### src/rtl/cnn_pkg.sv
// Shared CNN accelerator definitions: layer geometry constants, weight word type
// and the weight-loader state encoding.
package cnn_pkg;

    localparam int CONV2_KSIZE         = 25;
    localparam int CONV2_NUM_K         = 6;
    localparam int CONV2_K_WORDS       = CONV2_KSIZE * CONV2_NUM_K;
    localparam int CONV2_K_PAIR_OFFSET = CONV2_K_WORDS / 2;

    localparam int WEIGHT_W = 16;

    typedef logic [WEIGHT_W-1:0] weight_t;

    typedef enum logic [1:0] {
        IDLE,
        LOAD,
        DRAIN,
        DONE
    } k_wr_state_t;

endpackage

### src/rtl/tap_kernel_counter.sv
// Nested tap/kernel counter for kernel-major weight streams; kernel saturates
// on the last word so it keeps naming the final kernel once the load completes.
module tap_kernel_counter #(
    parameter int KSIZE = 25,
    parameter int NUM_K = 6,
    parameter int TAP_W = $clog2(KSIZE),
    parameter int K_W   = 3
) (
    input  logic             clk,
    input  logic             reset,
    input  logic             clear,
    input  logic             inc,
    output logic [TAP_W-1:0] tap,
    output logic [K_W-1:0]   kernel,
    output logic             wrap,
    output logic             last
);

    assign wrap = (tap == TAP_W'(KSIZE - 1));
    assign last = wrap && (kernel == K_W'(NUM_K - 1));

    // NOTE: sequential state uses non-blocking assignments so every register
    // samples pre-edge values, independent of statement order.
    always_ff @(posedge clk) begin
        if (reset || clear) begin
            tap    <= '0;
            kernel <= '0;
        end else if (inc) begin
            if (wrap) begin
                tap <= '0;
                if (!last)
                    kernel <= kernel + 1'b1;
            end else begin
                tap <= tap + 1'b1;
            end
        end
    end

endmodule

### src/rtl/conv2_k_mem_write.sv
// Streams the conv2 kernel weights into the weight memory, kernel-major from
// address 0, and raises done once every word has been written.
module conv2_k_mem_write
    import cnn_pkg::*;
#(
    parameter int DATA_W = 16,
    parameter int KSIZE  = CONV2_KSIZE,
    parameter int NUM_K  = CONV2_NUM_K,
    parameter int ADDR_W = 8
) (
    input  logic              clk,
    input  logic              reset,
    input  logic              start,
    input  logic              in_valid,
    input  logic [DATA_W-1:0] in_data,
    output logic              in_ready,
    output logic              mem_we,
    output logic [ADDR_W-1:0] mem_addr,
    output logic [DATA_W-1:0] mem_wdata,
    output logic [2:0]        kernel_idx,
    output logic              busy,
    output logic              done
);

    localparam int TAP_W = $clog2(KSIZE);

    k_wr_state_t       state, next_state;
    logic              xfer;
    logic              load_clear;
    logic              last_word;
    logic              tap_wrap;
    logic [TAP_W-1:0]  tap;
    logic [ADDR_W-1:0] addr_cnt;
    logic              unused_cnt;

    assign in_ready   = (state == LOAD);
    assign busy       = (state == LOAD) || (state == DRAIN);
    assign xfer       = in_valid && in_ready;
    assign unused_cnt = ^{tap, tap_wrap};

    tap_kernel_counter #(
        .KSIZE (KSIZE),
        .NUM_K (NUM_K),
        .TAP_W (TAP_W),
        .K_W   (3)
    ) u_cnt (
        .clk    (clk),
        .reset  (reset),
        .clear  (load_clear),
        .inc    (xfer),
        .tap    (tap),
        .kernel (kernel_idx),
        .wrap   (tap_wrap),
        .last   (last_word)
    );

    // NOTE: defaults first so every path assigns every output; no latches.
    always_comb begin
        next_state = state;
        load_clear = 1'b0;
        case (state)
            IDLE, DONE: begin
                if (start) begin
                    next_state = LOAD;
                    load_clear = 1'b1;
                end
            end
            LOAD:    if (xfer && last_word) next_state = DRAIN;
            DRAIN:   next_state = DONE;
            default: next_state = IDLE;
        endcase
    end

    always_ff @(posedge clk) begin
        if (reset) begin
            state     <= IDLE;
            mem_we    <= 1'b0;
            mem_addr  <= '0;
            mem_wdata <= '0;
            addr_cnt  <= '0;
            done      <= 1'b0;
        end else begin
            state  <= next_state;
            mem_we <= xfer;
            done   <= (next_state == DONE);
            // Address runs as its own counter so no 25*k multiplier is needed.
            if (load_clear)
                addr_cnt <= '0;
            else if (xfer)
                addr_cnt <= addr_cnt + 1'b1;
            if (xfer) begin
                mem_addr  <= addr_cnt;
                mem_wdata <= in_data;
            end
        end
    end

endmodule

### config.mk
export PLATFORM = sky130hd
export DESIGN_NAME = conv2_k_mem_write
export DESIGN_NICKNAME = d
export VERILOG_FILES = /design/src/rtl/cnn_pkg.sv /design/src/rtl/tap_kernel_counter.sv /design/src/rtl/conv2_k_mem_write.sv
export SDC_FILE = /design/constraint.sdc
export NUM_CORES = 1
export LEC_CHECK = 0
export BUFFER_PORTS_ARGS = -buffer_cell sky130_fd_sc_hd__buf_4
export CORE_UTILIZATION = 57
export CTS_BUF_LIST = sky130_fd_sc_hd__clkbuf_4
export DETAILED_ROUTE_END_ITERATION = 7
export PLACE_DENSITY = 0.86
export SYNTH_ARGS = -nofsm -noshare
export SYNTH_HDL_FRONTEND = slang
export SYNTH_SLANG_ARGS = --single-unit
### constraint.sdc
create_clock -name clk -period 3 [get_ports clk]
set_clock_uncertainty 0.1 [all_clocks]
set_input_delay 0.3 -clock clk [delete_from_list [all_inputs] [get_ports clk]]
set_output_delay 0.3 -clock clk [all_outputs]
set_load 0.05 [all_outputs]
### Word-level counts from Yosys, hierarchy flattened

Index checks and enable logic that the tools add are counted.

| storage, ports and cells | value |
|---|---|
| output and inout port bits | 31 |
| bits of input ports | 20 |
| bits in registers | 44 |

| cells by class | value |
|---|---|
| add/sub/neg operators | 3 |
| bitwise operators | 1 |
| eq/ne operators | 6 |
| reductions and logical operators | 9 |
| mux-type cells | 6 |

Operators by type and width:

| kind | count |
|---|---|
| adder 8 x 1 -> 8 bit (second input constant) | 1 |
| == test 2 bit (second input constant) | 3 |
| case mux 2 bit (3 select lines) | 1 |
| adder 5 x 1 -> 5 bit (second input constant) | 1 |
| == test 5 bit (second input constant) | 1 |
| 2-to-1 mux 5 bit | 1 |
| 2-to-1 mux 2 bit | 2 |
| OR reduction 2 bit | 2 |
| adder 3 x 1 -> 3 bit (second input constant) | 1 |
| == test 3 bit (second input constant) | 1 |
| logical AND 1 bit | 3 |
| AND reduction 3 bit | 1 |
| == test 2 x 1 -> 1 bit (second input constant) | 1 |
| zero test 2 bit | 1 |
| logical OR 1 bit | 2 |
| 2-to-1 mux 1 bit | 2 |
| NOT 1 bit | 1 |

### Depth between registers and ports, before layout

| logic depth | value |
|---|---|
| depth after elaboration | 6 |
| mapped depth | 8 |

### Modules after synthesis

Synthesis repeated with hierarchy kept, for this count alone.

| second synthesis, totals | value |
|---|---|
| cells, all modules | 219 |
| area total of the unflattened synthesis | 1834.3 µm² |

By module, submodules not included:

| module | area each (µm²) | cells each | instances |
|---|---|---|---|
| conv2_k_mem_write | 1366.3 | 166 | 1 |
| tap_kernel_counter | 467.9 | 53 | 1 |

### Least setup slack after synthesis

No wires, ideal clock.

| timing | value |
|---|---|
| path type | reg2reg |
| start | reg state[1] |
| end | reg addr_cnt[5] |
| arrival | 1777 ps |
| setup time | 70 ps |
| data required time | 2830 ps |
| setup slack | 1053 ps |
| stages on the path, launching flop included | 7 |
| period minus slack after synthesis | 1947 ps |
| cells stage by stage | dfxtp_1 -> inv_1 -> ha_1 -> buf_4 -> nand2_2 -> or4_1 -> a21oi_1 |

| on the way | value |
|---|---|
| elaborated cells between the ends (all ways) | 7 |
| classes of those cells | eq/ne: 2; mux: 1; reduce/logical: 4 |

RTL lines:

| item | RTL line | RTL |
|---|---|---|
| from (decl) | conv2_k_mem_write.sv:27 | `k_wr_state_t state, next_state;` |
| from (signal assigned) | conv2_k_mem_write.sv:83 | `state <= next_state;` |
| == test 2 x 1 -> 1 bit | conv2_k_mem_write.sv:36 | `assign in_ready = (state == LOAD);` |
| net in_ready | conv2_k_mem_write.sv:16 | `output logic in_ready,` |
| logical AND 1 bit | conv2_k_mem_write.sv:38 | `assign xfer = in_valid && in_ready;` |
| to (signal assigned) | conv2_k_mem_write.sv:90 | `addr_cnt <= addr_cnt + 1'b1;` |
| to (decl) | conv2_k_mem_write.sv:33 | `logic [ADDR_W-1:0] addr_cnt;` |

The timed path passes the listed nets, and every way through them passes these cells.
A chain may end at the register's enable or synchronous reset.

### Worst setup path in the final report

| timing | value |
|---|---|
| start | reg state[0] |
| end | reg addr_cnt[7] |

| on the way | value |
|---|---|
| cells in the longest elaborated chain, start to end | 4 |
| elaborated cells between the ends (all ways) | 7 |
| classes of those cells | eq/ne: 2; mux: 1; reduce/logical: 4 |

RTL lines:

| item | RTL line | RTL |
|---|---|---|
| == test 2 bit / zero test 2 bit (equally long branches) | conv2_k_mem_write.sv:61 | `case (state)` |
| OR reduction 2 bit | conv2_k_mem_write.sv:61 |  |
| 2-to-1 mux 1 bit | conv2_k_mem_write.sv:61 |  |
| OR reduction 2 bit (no line) | -- |  |

Parallel ways exist; a longest one is shown, timed or not.

==> run metrics <==
status finished clean; Setup Fix Bufs, Post-CTS 0; Hold Path Class in2reg; area of the multi-input gates 831 um2; critical path peak fanout 37; cell taking the most area after synthesis dfxtp_1; global-route wire length before repair between 6000 and 7000 um; ranking of synthesized cells by area dfxtp_1, nand2_1, a21oi_1, ha_1, or3_1; Die ar. 3390 um2; htree depth 2; post-cts resize count 0; Reg power frac 0.501; sequential share of the synthesized area 0.490; final worst-path cycle share 0.710; Fin Setup TNS 0 ns; Net Count, Synth ~250; synth warn 0; CTS tree built; fmax approximately 0.47 GHz; vias in the first global route roughly 1400; Via Count between 1500 and 2000; fillcell total approximately 240; Die Ht approximately 58 um; register area just under 900 um2; crit end category flip-flop; clk root buf clkbuf_4; Routed WL per cell approximately 12 um; post-route ant nets 0; non-filler cells, final about 310; most frequent cells in the layout nand2_1, buf_4, dfxtp_1, a21oi_1, nor2_1; total CTS buffers 5; Worst-Margin Slew between 0.6 and 0.7 ns; fin nets ~290; Max-slew headroom 0.573; Post-synth EDFFs 0; antenna violations before repair 0; Final setup viols 0; share of cells above drive strength 1 0.226; #FFs+latches synth 44; P_sw 304 uW; netlist area before placement roughly 1800 um2; largest net degree at the start of global routing 38; final slew viol count 0; grt ovf 0; Synth async-reset ratio 0; worst-skew pair later-pin latency roughly 0.35 ns; clock slew at reported path FFs between 0.1 and 0.15 ns; Routed WL 3660 um; Unique masters post-synth 34; Post-Place Cells ~300; syn_area_per_cell 8.22 um2; Startpoint Class flip-flop; max_cap viols 0; Max Buffers Root-to-Sink 2; P_int 909 uW; Fin. Hold Viols 0; hold_buf cts 0; routability cong. between 0.8 and 0.9; Area Overhead vs Synth 26.8%; Chip Width slightly below 60 um; total power draw around 1.2 mW; fin crit period between 2 and 2.5 ns; DR vias/cell between 5 and 6; most common cell after layout, fill and taps aside nand2_1; I/O pin cnt 51; Synth Flop Type dfxtp_1; Initial DRT Pass Iterations 4; row cnt 20; Synth Instances roughly 220; critical path type reg2reg; Max IR drop VDD 0.000418 V; Clock power frac 0.364; gr usage total 0.232; Sw Ratio 0.251; I/O Buffers 50; Pwr Density about 530 nW/um2; Post-DP HPWL 2650 um; Logic pwr share 0.135; RSZ-0062 raised after global routing no; Leakage Power slightly below 0.9 nW; CTS sink count between 40 and 50; CORE AREA between 3000 and 4000 um2; DRT iter0 DRCs 30; CP Data Required Time 3.19 ns; top cell type's share of synthesized area 0.490; ANT cells 0; crit path DAT between 2 and 2.5 ns; detailed-route DRC error count 0; Initial Util 0.594
==> metrics by stage <==
| stage | utilization | hold WS [ns] | instance area [um2] | setup WS (ns) |
|---|---|---|---|---|
| final | 0.753 | 0.0797 | 2280 | 0.869 |
| after detailed placement | 0.721 | 0.349 | 2180 | 0.856 |
| after CTS | 0.753 | 0.0786 | 2280 | 0.851 |
| after global routing | 0.753 | 0.0675 | 2280 | 0.656 |
| after global placement | 0.721 | 0.343 | 2180 | 0.900 |
| after floorplan | - | 0.336 | 1800 | 1.05 |
==> power by group through the flow <==
stage / Clock [mW] / Combinational [mW] / Sequential, mW
2_1_floorplan: 0 / 0.0753 / 0.658
3_3_place_gp: 0 / 0.163 / 0.620
3_5_place_dp: 0 / 0.165 / 0.620
4_1_cts: 0.445 / 0.165 / 0.607
5_1_grt: 0.471 / 0.178 / 0.609
6_report: 0.441 / 0.164 / 0.607
==> per-layer routing <==
metal | vias to the layer above | global-route usage | wire length (um)
met4 | 0 | 0.0918 | 45
met3 | 5 | 0.0558 | 160
met1 | 743 | 0.283 | 1630
li1 | 835 | - | -
met2 | 38 | 0.394 | 1830
met5 | - | 0 | 0
==> cell usage after synthesis, types with 3 or more instances <==
cell       n
a21oi_1   34
buf_1      3
buf_2      4
clkbuf_1   4
dfxtp_1   44
ha_1       7
inv_1      7
nand2_1   57
nand3_1    5
nor2_1     8
nor3_1     4
o21ai_0    6
or3_1      5
==> layout make-up <==
type                            count  area share
Timing Repair Buffer               52       0.171
Multi-Input combinational cell    155       0.364
Tap cell                           44      0.0241
Clock inverter                      2      0.0263
Sequential cell                    44       0.386
Inverter                            7      0.0115
Clock buffer                        5      0.0165
==> path summary, 6_finish.rpt <==
path	startpoint	end	slack [ns]	cells after the start
worst min register to register	mem_wdata[3]	mem_wdata[3]	0.36	2
worst max register to register	state[0]	addr_cnt[7]	0.87	4
worst max-delay path	state[0]	addr_cnt[7]	0.87	4
worst min-delay path	in_data[9]	mem_wdata[9]	0.08	3
==> flip-flops by register name, indices dropped and copies added, names as in the netlist <==
| name | flops |
|---|---|
| state | 2 |
| mem_wdata | 16 |
| mem_addr | 8 |
| addr_cnt | 8 |
| u_cnt.kernel | 3 |
| mem_we | 1 |
| u_cnt.tap | 5 |
| done | 1 |
==> cells by family after synthesis <==
family	count (synthesis)	share of synthesized area
and+or+nand+nor	91	0.225
adders and majority gates	7	0.0487
muxes	1	0.00556
xor gates and xnor gates	4	0.0195
buffers and inverters	20	0.0487
AOI/OAI and AO/OA	52	0.163
DFF	44	0.490
==> worst max-delay path: stages, from the launching register on <==
cell	delay [ns]
dfxtp_1	0.39
ha_1	0.36
nand2_2	0.44
or4_1	0.64
a21oi_1	0.14
No activity file was read; power rests on OpenSTA's default activity.
